## src/rtl/rom_arbiter.sv

```systemverilog
// Two-port arbiter in front of a single combinational instruction ROM; one grant per cycle, data returned one cycle later.
// Optional aging for the loader port is enabled by defining ROM_ARB_AGING_EN (default: strict port-0 priority).
module rom_arbiter #(
    parameter int ADDR_W   = 6,
    parameter int DATA_W   = 32,
    parameter int MAX_WAIT = 4
) (
    input  logic              clk,
    input  logic              rst,
    input  logic              req0,
    input  logic [ADDR_W-1:0] addr0,
    output logic              gnt0,
    output logic [DATA_W-1:0] rdata0,
    output logic              rvalid0,
    input  logic              req1,
    input  logic [ADDR_W-1:0] addr1,
    output logic              gnt1,
    output logic [DATA_W-1:0] rdata1,
    output logic              rvalid1,
    output logic              rom_ce,
    output logic [ADDR_W-1:0] rom_addr,
    input  logic [DATA_W-1:0] rom_inst
);

    typedef enum logic [1:0] {
        R_IDLE = 2'd0,
        R_P0   = 2'd1,
        R_P1   = 2'd2
    } resp_st_t;

    resp_st_t          r_resp_st;
    resp_st_t          w_resp_nxt;
    logic              w_gnt0;
    logic              w_gnt1;
    logic              w_aged;
    logic [DATA_W-1:0] r_rdata0;
    logic [DATA_W-1:0] r_rdata1;

`ifdef ROM_ARB_AGING_EN
    logic [3:0] r_wait_cnt;

    assign w_aged = req1 && (r_wait_cnt == 4'(MAX_WAIT));

    // Counts consecutive cycles port 1 has been refused; saturates at the threshold.
    always_ff @(posedge clk or negedge rst) begin
        if (!rst) begin
            r_wait_cnt <= '0;
        end else if (!req1 || w_gnt1) begin
            r_wait_cnt <= '0;
        end else if (r_wait_cnt != 4'(MAX_WAIT)) begin
            r_wait_cnt <= r_wait_cnt + 4'd1;
        end
    end
`else
    assign w_aged = 1'b0;
`endif

    // Grants are gated by rst so the ROM is idle during reset regardless of requests.
    always_comb begin
        // NOTE: every output of this block gets a default first so no latch can be inferred.
        w_gnt0     = 1'b0;
        w_gnt1     = 1'b0;
        w_resp_nxt = R_IDLE;
        if (rst) begin
            if (w_aged) begin
                w_gnt1 = 1'b1;
            end else if (req0) begin
                w_gnt0 = 1'b1;
            end else if (req1) begin
                w_gnt1 = 1'b1;
            end
        end
        if (w_gnt0) begin
            w_resp_nxt = R_P0;
        end else if (w_gnt1) begin
            w_resp_nxt = R_P1;
        end
    end

    assign gnt0     = w_gnt0;
    assign gnt1     = w_gnt1;
    assign rom_ce   = w_gnt0 | w_gnt1;
    assign rom_addr = w_gnt0 ? addr0 : (w_gnt1 ? addr1 : '0);

    // NOTE: state uses non-blocking assignments so every register samples pre-edge values.
    always_ff @(posedge clk or negedge rst) begin
        if (!rst) begin
            r_resp_st <= R_IDLE;
        end else begin
            r_resp_st <= w_resp_nxt;
        end
    end

    // Read-data registers only load on their own port's grant, holding value between pulses.
    always_ff @(posedge clk or negedge rst) begin
        if (!rst) begin
            r_rdata0 <= '0;
            r_rdata1 <= '0;
        end else begin
            if (w_gnt0) begin
                r_rdata0 <= rom_inst;
            end
            if (w_gnt1) begin
                r_rdata1 <= rom_inst;
            end
        end
    end

    assign rdata0  = r_rdata0;
    assign rdata1  = r_rdata1;
    assign rvalid0 = (r_resp_st == R_P0);
    assign rvalid1 = (r_resp_st == R_P1);

endmodule

```

## config.mk

```make
export PLATFORM = sky130hd
export DESIGN_NAME = rom_arbiter
export DESIGN_NICKNAME = d
export VERILOG_FILES = /design/src/rtl/rom_arbiter.sv
export SDC_FILE = /design/constraint.sdc
export NUM_CORES = 1
export LEC_CHECK = 0
export BUFFER_PORTS_ARGS = -buffer_cell sky130_fd_sc_hd__buf_4
export CORE_MARGIN = 8
export CORE_UTILIZATION = 42
export CTS_BUF_LIST = sky130_fd_sc_hd__clkbuf_2 sky130_fd_sc_hd__clkbuf_4 sky130_fd_sc_hd__clkbuf_8
export CTS_CLUSTER_SIZE = 8
export DETAILED_ROUTE_END_ITERATION = 8
export GPL_TIMING_DRIVEN = 0
export PLACE_DENSITY_LB_ADDON = 0.05
export SKIP_LAST_GASP = 1
export SYNTH_ARGS = -nofsm -noshare
export SYNTH_HDL_FRONTEND = slang
export SYNTH_SLANG_ARGS = --single-unit
export TNS_END_PERCENT = 10
```

## constraint.sdc

```tcl
create_clock -name clk -period 1.8 [get_ports clk]
set_input_delay 0.27 -clock clk [delete_from_list [all_inputs] [get_ports clk]]
set_output_delay 0.27 -clock clk [all_outputs]
set_load 0.005 [all_outputs]
```

# Yosys cells after proc, flatten, opt, wreduce, memory -nomap -nowiden
# Cells that the tools add are included.
# word_totals
elab_cells	15
out_inout_bits	75
ff_bits	66
inputBits	48
# op_classes
n_eq_ne	2
mux	9
bitwise_logic	1
# ops
cell	n
$mux W6	2
$mux W1	5
$mux W2	2
$eq A2 B1 Y1 const B	1
$eq A2 B2 Y1 const B	1
$or A1 B1 Y1	1

# Depth between registers and ports, before layout
# Gate-level depths: netlist of run 1.
# logic_depth
word_depth	5
mapped_depth	4
ltp_nobuf	2

# Worst setup path after synthesis of run 1
# OpenSTA, ideal clock, no wires.
# synth_path
kind	input to register
from	input port rst
to	register r_rdata0[0], in the netlist rdata0[0]
t_required_ns	1.675
setup_time_ns	0.125
arrival_ns	1.014
path_buffers	2
stages	4
slack_ns	0.662
cell_sequence	buf_4 -> nand2_2 -> buf_6 -> mux2_2
# synth_via
elab_chain_len	1
# synth_rtl
element	line_no	rtl
from (decl)	9	input logic rst,
$mux W1	64	if (rst) begin
to (signal assigned)	101	r_rdata0 <= rom_inst;
to (decl)	36	logic [DATA_W-1:0] r_rdata0;
# Every way passes these cells.
# A chain may end at the register's enable or synchronous reset.

# Final worst setup path of run 1
# layout_path
from	input port rst
to	output port gnt1
# layout_via
elab_chain_len	1
# layout_rtl
element	line_no	rtl
$mux W1	64	
to (decl)	17	output logic gnt1,
# Every way passes these cells.

==> qor.yml, run 1 <==
grt_overflow: 0
fin_ws_ns: 0.1850
ys.warnings.count: 0
core_area_sq_um: 6314
synthesis.area_sq_um: 2734
place_ws_ns: -0.3214
min_period_ns: 1.615
ys_seq_elements: 66
crit_arrival_ns: 1.34
clockBufferDepth: 2
routed_wl_mm: 6.604
p_leak_uw: 0.001995
dp_hpwl_mm: 4.844
clk_latency_ns: 0.33
wire_per_inst_microns: 17.42
fin_area_sq_um: 3931
rows: 29
die_area_sq_um: 9347
worstSetupEndpointType: "output port"
dr.first_iter.drc_count: 45
hold_violations: 66
drt_first_pass_iters: 3
cts.root.buffer_cell: "clkbuf_8"
grt_max_degree: 68
die_width_microns: 96.68
cts_buffers: 9
cts_max_level: 3
final_antenna_net_count: 0
cp.required_ns: 1.53
n_fill_cell: 510
via_per_inst: 4.773
worst_slew_pin_slew_ns: 0.3568
synthCells: 165
max-slew-margin-rel_pct: 76.21
final_cell_mix: "buf_4 (122), dfrtp_1 (66), mux2_2 (36), mux2_4 (28), clkbuf_8 (10)"
dieHeight_microns: 96.68
violations: "hold timing"
setup_viol: 0
avgSynthCellArea_sq_um: 16.57
syn_nets: 213
mostFrequentLayoutCell: "buf_4"
area_growth_pct: 43.80
critPathLaunchType: "input port"
crit_fanout: 67
nNetsFinal: 345
cts_tree: "yes"
vdd_ir_drop_max_v: 0.0006589
hold_class: "in -> async"
synth_cell_types: 14
grt.total_usage_pct: 14.28
power_density_nw_per_um2: 998.8
cts_num_sinks: 66
port_buffers: 121
rsz0062_at_grt: "false"
first_global_vias: 2034
finalClockSkew_ns: 0
initial_core_util_pct: 43.30
io_pins: 123
drive_above_1_share_pct: 69.87
drcViolationCount: 0
dpl_cell_area_sq_um: 3739
num_antenna_cells: 0
ys_seq_area_share_pct: 60.41
cts.clk_slew.worst_paths_ns: 0.08
grt_pass1_wl_mm: 10.74
vias: 1809
fin_crit_sh_pct: 89.72
reg2reg_depth: 1
gp_congestion: 0.6550
drv_cap: 0
fin_hold_ws_ns: -0.1809
post-route-util_pct: 62.27
crit_type: "in -> out"
antenna_found_initial: 0
max_freq_mhz: 619.2
status: "finished, violations left"
drv_slew: 0
-- cell families (layout without fill, tap and decap cells) --
family / after synthesis / after routing / share of synthesized area (%)
multiplexers: 64 / 64 / 30.21
AO/OA/AOI/OAI: 7 / 7 / 1.922
AND/OR/NAND/NOR: 16 / 16 / 3.890
buffers and inverters: 12 / 149 / 3.569
flip-flops: 66 / 66 / 60.41
-- sequential cells by signal, indices dropped and copies added, names as in the netlist --
register,cells
r_resp_st,2
rdata0,32
rdata1,32
-- cell type report --
| cell class | instances | area [sq um] | share of cell area, % |
|---|---|---|---|
| tap | 77 | 96.34 | 2.451 |
| inverter | 3 | 11.26 | 0.2864 |
| multi-input combinational | 87 | 984.7 | 25.05 |
| clock buffer | 10 | 137.6 | 3.501 |
| clock inverter | 6 | 42.54 | 1.082 |
| timing repair buffer | 121 | 920.9 | 23.42 |
| sequential | 66 | 1652 | 42.01 |
| buffer | 9 | 86.33 | 2.196 |
-- critical path, stage by stage --
cell and delay (ns):
buf_12 0.29, buf_4 0.24, nand3b_4 0.16, buf_6 0.20, inv_1 0.06, buf_4 0.10
-- metal layers --
metal	global-route usage (%)	share of wire, %
met3	9.104	11
met1	17.54	43
met5	0	0
met2	19.84	44
met4	4.615	0.80
-- synth_stat cells --
cell | n | share of area, %
nand2_1 | 6 | 0.82
o21a_1 | 1 | 0.27
nand3b_1 | 6 | 1.6
clkbuf_1 | 1 | 0.14
buf_6 | 6 | 2.5
buf_4 | 2 | 0.55
nor2b_1 | 2 | 0.46
mux2_4 | 28 | 15
nand3b_4 | 1 | 0.73
mux2_2 | 36 | 15
nand2_2 | 1 | 0.23
inv_1 | 3 | 0.41
dfrtp_1 | 66 | 60
a21boi_0 | 6 | 1.6
-- path summary, 6_finish.rpt --
check,start,end,slack (ns)
worst max-delay path,rst,gnt1,0.19
worst min-delay path,rst,rdata1[21]$_DFFE_PN0N_,-0.18
worst max register to register,rdata1[18]$_DFFE_PN0N_,rdata1[18]$_DFFE_PN0N_,1.02
worst min register to register,rdata1[31]$_DFFE_PN0N_,rdata1[31]$_DFFE_PN0N_,0.51
max in group asynchronous,rst,rdata0[27]$_DFFE_PN0P_,1.70
min in group clk,rom_inst[20],rdata1[20]$_DFFE_PN0N_,0.17
-- report_power, final --
part	internal (uW)	switching [uW]	total [uW]	leakage [uW]
combinational	650	302	952	0.00114
sequential	1730	138	1870	0.000780
clock	533	575	1110	0.0000765
-- per-stage QoR --
step                total power (uW)  TNS, ns  cells  hold slack (ns)
finish                          3926        0    379          -0.1809
detailed placement              2864   -17.33    363           0.4374
CTS                             3992        0    379          -0.1167
global route                    4151        0    379          -0.1830
global placement                2843   -17.23    363           0.4409
floorplan                       2256        0    165         -0.02559
-- repair_timing --
item,in CTS,in global routing
cloned,0,0
setup buffers,0,0
pin swaps,0,0
setup endpoints to repair,9,2
gates resized for setup,2,1
endpoints found under the hold margin,66,66
Note: power is estimated with default switching activity, not from simulation.
==> run 2: changes to the inputs <==
--- a/config.mk
+++ b/config.mk
@@ -12,6 +12,7 @@
 export CTS_CLUSTER_SIZE = 8
 export DETAILED_ROUTE_END_ITERATION = 8
 export GPL_TIMING_DRIVEN = 0
+export MAX_ROUTING_LAYER = met4
 export PLACE_DENSITY_LB_ADDON = 0.05
 export SKIP_LAST_GASP = 1
 export SYNTH_ARGS = -nofsm -noshare
==> qor.yml, run 2 (synthesis gave the netlist of run 1 again) <==
die_area_sq_um: 9347  # unchanged
regArea_sq_um: 1652  # unchanged
pwr-share-comb_pct: 24.2  # about the same
crit_path_top_delay_cell: "buf_12"  # unchanged
n_fill_cell: 510  # unchanged
place_ws_ns: -0.3214  # unchanged
min_period_ns: 1.623  # was 1.615 ns
die_width_microns: 96.68  # unchanged
vias: 1815  # was 1809
clkPwrFrac_pct: 28.3  # was 28.2%
setup_viol: 0  # unchanged
finalClockSkew_ns: 0  # unchanged
critical_path.most_common_cell: "buf_4"  # unchanged
core_area_sq_um: 6314  # unchanged
setup_tns_ns: 0  # unchanged
io_pins: 123  # unchanged
dieHeight_microns: 96.68  # unchanged
critPathLaunchType: "input port"  # unchanged
drcViolationCount: 0  # unchanged
cts_max_level: 3  # unchanged
grt.total_usage_pct: 14.66  # was 14.28%
multi_input_area_sq_um: 984.7  # unchanged
p_sw_share_pct: 25.94  # was 25.86%
fin_hold_ws_ns: -0.1928  # was -0.1809 ns
cp.buffers_inverters: 5  # unchanged
crit_family: "buffers and inverters"  # unchanged
cts.root.buffer_cell: "clkbuf_8"  # unchanged
dr.first_iter.drc_count: 62  # was 45
startpoint: "rst"  # unchanged
drt_first_pass_iters: 2  # was 3
final_cell_mix: "buf_4 (122), dfrtp_1 (66), mux2_2 (36), mux2_4 (28), clkbuf_8 (10)"  # unchanged
wire_per_inst_microns: 17.47  # was 17.42 microns
routed_wl_mm: 6.622  # was 6.604 mm
cts_buffers: 9  # unchanged
max-slew-margin-rel_pct: 76.08  # was 76.21%
grt_max_degree: 68  # unchanged
max_freq_mhz: 616.2  # was 619.2 MHz
cts.clk_slew.worst_paths_ns: 0.08  # about the same
area_growth_pct: 43.80  # unchanged
power_density_nw_per_um2: 999.9  # was 998.8 nW/um^2
p_sw_uw: 1020  # was 1015 uW
r2r_start: "rdata1[18]$_DFFE_PN0N_"  # unchanged
hold_class: "in -> async"  # unchanged
crit_fanout: 67  # unchanged
crit_arrival_ns: 1.35  # was 1.34 ns
clk_latency_ns: 0.34  # was 0.33 ns
initial_core_util_pct: 43.30  # unchanged
drv_cap: 0  # unchanged
vdd_ir_drop_max_v: 0.0006615  # was 0.0006589 V
grt_overflow: 0  # unchanged
worst_path_largest_cell_delay_ns: 0.28  # was 0.29 ns
num_antenna_cells: 0  # unchanged
hold_violations: 66  # unchanged
internal_power_uw: 2911  # about the same
final_antenna_net_count: 0  # unchanged
drive_above_1_share_pct: 69.87  # unchanged
p_leak_uw: 0.001995  # unchanged
via_per_inst: 4.789  # was 4.773
fin_ws_ns: 0.1772  # was 0.1850 ns
worst_slew_pin_slew_ns: 0.3588  # was 0.3568 ns
crit_type: "in -> out"  # unchanged
violations: "hold timing"  # unchanged
nNetsFinal: 345  # unchanged
antenna_found_initial: 0  # unchanged
cts_tree: "yes"  # unchanged
cts_num_sinks: 66  # unchanged
fin_crit_sh_pct: 90.16  # was 89.72%
status: "finished, violations left"  # unchanged
port_buffers: 121  # unchanged
drv_slew: 0  # unchanged
dp_hpwl_mm: 4.844  # unchanged
gp_congestion: 0.6609  # was 0.6550
rsz0062_at_grt: "false"  # unchanged
seqPwrFrac_pct: 47.5  # about the same
rows: 29  # unchanged
mostFrequentLayoutCell: "buf_4"  # unchanged
first_global_vias: 2057  # was 2034
worstSetupEndpointType: "output port"  # unchanged
clockBufferDepth: 2  # unchanged
grt_pass1_wl_mm: 10.68  # was 10.74 mm
cp.required_ns: 1.53  # about the same
post-route-util_pct: 62.27  # unchanged
path_cells: "buf_12 > buf_4 > nand3b_4 > buf_6 > inv_1 > buf_4"  # unchanged
==> run 2: cell counts in the layout (fill, tap and decap cells not counted) <==
Identical to the previous run, type by type.
==> run 2: area by class of cell <==
class | count | share of cell area [%]
clock inverters | 6 | 1.082
well taps | 77 | 2.451
flip-flops and latches | 66 | 42.01
repair buffers | 121 | 23.42
inverters | 3 | 0.2864
clock buffers | 10 | 3.501
multi-input cells | 87 | 25.05
plain buffers | 9 | 2.196
==> run 2: worst paths after layout <==
path / end / slack (ns) / cells after the start
max: gnt1 / 0.18 / 6
min: rdata1[21]$_DFFE_PN0N_ / -0.19 / 1
max reg2reg: rdata1[18]$_DFFE_PN0N_ / 1.02 / 1
min reg2reg: rdata0[9]$_DFFE_PN0P_ / 0.51 / 1
max in group asynchronous: rdata0[3]$_DFFE_PN0P_ / 1.70 / 1
min in group clk: rdata1[20]$_DFFE_PN0N_ / 0.16 / 2
==> run 2: power by group through the flow <==
stage,registers [uW],logic (uW),clock network [uW]
finish,1870,952,1110
global route,1890,1030,1220
detailed placement,1890,976,0
global placement,1880,958,0
floorplan,1890,362,0
CTS,1870,976,1150
==> run 2: what timing repair did <==
| item | in CTS | in global routing |
|---|---|---|
| gates resized for setup | 2 | 1 |
| buffers inserted | 0 | 0 |
| hold endpoints to repair | 66 | 66 |
| setup endpoints to repair | 9 | 2 |
==> run 2: per-layer routing <==
layer	vias to the layer above	global-route usage (%)	routed length, microns
met5	-	-	0
met4	0	5.325	87
met3	8	5.690	444
met2	89	19.69	2892
met1	878	19.44	3198
li1	840	-	-
==> run 2: per-stage QoR <==
| stage | power, uW | cells | cell area [sq um] |
|---|---|---|---|
| after global routing | 4147 | 379 | 3931 |
| final | 3931 | 379 | 3931 |
| after CTS | 3992 | 379 | 3926 |
| after global placement | 2843 | 363 | 3739 |
| after floorplan | 2256 | 165 | 2734 |
| after detailed placement | 2864 | 363 | 3739 |
==> run 3: changes to the inputs <==
--- a/config.mk
+++ b/config.mk
@@ -6,8 +6,10 @@
 export NUM_CORES = 1
 export LEC_CHECK = 0
 export BUFFER_PORTS_ARGS = -buffer_cell sky130_fd_sc_hd__buf_4
+export CELL_PAD_IN_SITES_DETAIL_PLACEMENT = 1
+export CELL_PAD_IN_SITES_GLOBAL_PLACEMENT = 1
 export CORE_MARGIN = 8
-export CORE_UTILIZATION = 42
+export CORE_UTILIZATION = 41
 export CTS_BUF_LIST = sky130_fd_sc_hd__clkbuf_2 sky130_fd_sc_hd__clkbuf_4 sky130_fd_sc_hd__clkbuf_8
 export CTS_CLUSTER_SIZE = 8
 export DETAILED_ROUTE_END_ITERATION = 8
==> qor.yml, run 3 (synthesis gave the netlist of run 1 again) <==
cp.required_ns: 1.53  # about the same
fin_area_sq_um: 3969  # was 3931 sq um
dpl_cell_area_sq_um: 3739  # unchanged
dr.first_iter.drc_count: 21  # was 62
core_area_sq_um: 6386  # was 6314 sq um
cts.clk_slew.worst_paths_ns: 0.08  # about the same
gp_congestion: 0.7486  # was 0.6609
post-place-cells: 363  # unchanged
hold_violations: 66  # unchanged
clk_latency_ns: 0.32  # was 0.34 ns
crit_type: "in -> out"  # unchanged
cts_max_level: 3  # unchanged
final_cell_mix: "buf_4 (122), dfrtp_1 (66), mux2_2 (36), mux2_4 (28), clkbuf_8 (9)"  # was buf_4 (122), dfrtp_1 (66), mux2_2 (36), mux2_4 (28), clkbuf_8 (10)
critPathLaunchType: "input port"  # unchanged
drv_slew: 0  # unchanged
grt_pass1_wl_mm: 11.54  # was 10.68 mm
vdd_ir_drop_max_v: 0.0006279  # was 0.0006615 V
min_period_ns: 1.631  # was 1.623 ns
hold_class: "in -> async"  # unchanged
p_total_uw: 4198  # was 3931 uW
power_density_nw_per_um2: 1058  # was 999.9 nW/um^2
worstSetupEndpointType: "output port"  # unchanged
met3_length_microns: 584  # was 444 microns
met1Wirelength_mm: 3.084  # was 3.198 mm
finalClockSkew_ns: 0  # unchanged
antenna_found_initial: 0  # unchanged
first_global_vias: 2083  # was 2057
rows: 29  # unchanged
fin_ws_ns: 0.1691  # was 0.1772 ns
violations: "hold timing"  # unchanged
p_leak_uw: 0.002032  # was 0.001995 uW
wire_per_inst_microns: 18.82  # was 17.47 microns
n_fill_cell: 639  # was 510
fin_crit_sh_pct: 90.60  # was 90.16%
die_area_sq_um: 9537  # was 9347 sq um
io_pins: 123  # unchanged
rsz0062_at_grt: "false"  # unchanged
mostFrequentLayoutCell: "buf_4"  # unchanged
grt.total_usage_pct: 15.68  # was 14.66%
worst_slew_pin_slew_ns: 0.3714  # was 0.3588 ns
port_buffers: 121  # unchanged
via_per_inst: 4.802  # was 4.789
clockBufferDepth: 2  # unchanged
cts_num_sinks: 66  # unchanged
status: "finished, violations left"  # unchanged
max-slew-margin-rel_pct: 75.24  # was 76.08%
cts_tree: "yes"  # unchanged
vias: 1820  # was 1815
dp_hpwl_mm: 5.351  # was 4.844 mm
grt_overflow: 0  # unchanged
cts.root.buffer_cell: "clkbuf_8"  # unchanged
fin_hold_ws_ns: -0.2030  # was -0.1928 ns
fin_cells: 379  # unchanged
wl_met2_mm: 3.365  # was 2.892 mm
place_ws_ns: -0.2909  # was -0.3214 ns
cts_buffers: 9  # unchanged
drt_first_pass_iters: 4  # was 2
final_antenna_net_count: 0  # unchanged
crit_arrival_ns: 1.36  # was 1.35 ns
setup_viol: 0  # unchanged
max_freq_mhz: 613.2  # was 616.2 MHz
crit_fanout: 67  # unchanged
initial_core_util_pct: 42.81  # was 43.30%
drive_above_1_share_pct: 69.87  # unchanged
nNetsFinal: 345  # unchanged
post_cts_buffers: 0  # unchanged
drv_cap: 0  # unchanged
dieHeight_microns: 97.66  # was 96.68 microns
routed.top_layer: "met4"  # unchanged
grt_max_degree: 68  # unchanged
routed_wl_mm: 7.134  # was 6.622 mm
area_growth_pct: 45.17  # was 43.80%
die_width_microns: 97.66  # was 96.68 microns
drcViolationCount: 0  # unchanged
num_antenna_cells: 0  # unchanged
==> run 3: cell types whose count changed in the layout (fill, tap and decap cells not counted) <==
cell and delta:
bufinv_16 +2, clkbuf_4 +2, clkbuf_8 -1, clkinv_2 +1, clkinv_4 +1, clkinvlp_4 -5
==> run 3: path summary, 6_finish.rpt <==
path                                         from                      to  slack [ns]  depth (start not counted)
hold reg to reg             rdata0[0]$_DFFE_PN0P_   rdata0[0]$_DFFE_PN0P_        0.51                          1
setup / recovery                              rst                    gnt0        0.17                          6
min in group clk                     rom_inst[25]  rdata1[25]$_DFFE_PN0N_        0.17                          2
hold / removal                                rst  rdata1[25]$_DFFE_PN0N_       -0.20                          1
setup reg to reg           rdata1[27]$_DFFE_PN0N_  rdata1[27]$_DFFE_PN0N_        1.01                          1
max in group asynchronous                     rst   rdata0[4]$_DFFE_PN0P_        1.67                          1
==> run 3: critical path: stages <==
cell and delay [ns]:
buf_12 0.27, buf_4 0.25, nand2_2 0.14, buf_6 0.18, inv_1 0.07, buf_4 0.11
==> run 3: what timing repair did <==
item / 4_1_cts / 5_1_grt
endpoints found under the setup margin: 9 / 2
gates resized for setup: 2 / 1
endpoints found under the hold margin: 66 / 66
==> run 3: final cells by class <==
cell class	instances	area (sq um)	area share, %
multi-input cells	87	984.7	24.81
well taps	77	96.34	2.427
inverters	3	11.26	0.2837
repair buffers	121	920.9	23.20
clock buffers	11	138.9	3.499
plain buffers	9	86.33	2.175
clock inverters	5	78.83	1.986
flip-flops and latches	66	1652	41.61
==> run 3: report_power, final <==
group          total [uW]  internal (uW)  switching [uW]
Combinational         966            651             315
Clock                1370            809             556
Sequential           1870           1730             139
Total                4200           3190            1010
==> run 3: per-stage QoR <==
step	utilization [%]	setup TNS, ns	hold WS [ns]
final	62.15	0	-0.2030
after global routing	62.15	0	-0.1725
after CTS	62.07	0	-0.1193
after detailed placement	58.54	-16.32	0.4288
after global placement	58.54	-17.16	0.4349
after floorplan	-	0	-0.02559
==> run 3: routing by layer <==
metal  track usage [%]  vias up
met1             19.04      896
met5                 -        -
met4             6.760        0
li1                  -      835
met2             22.81       78
met3             5.832       11
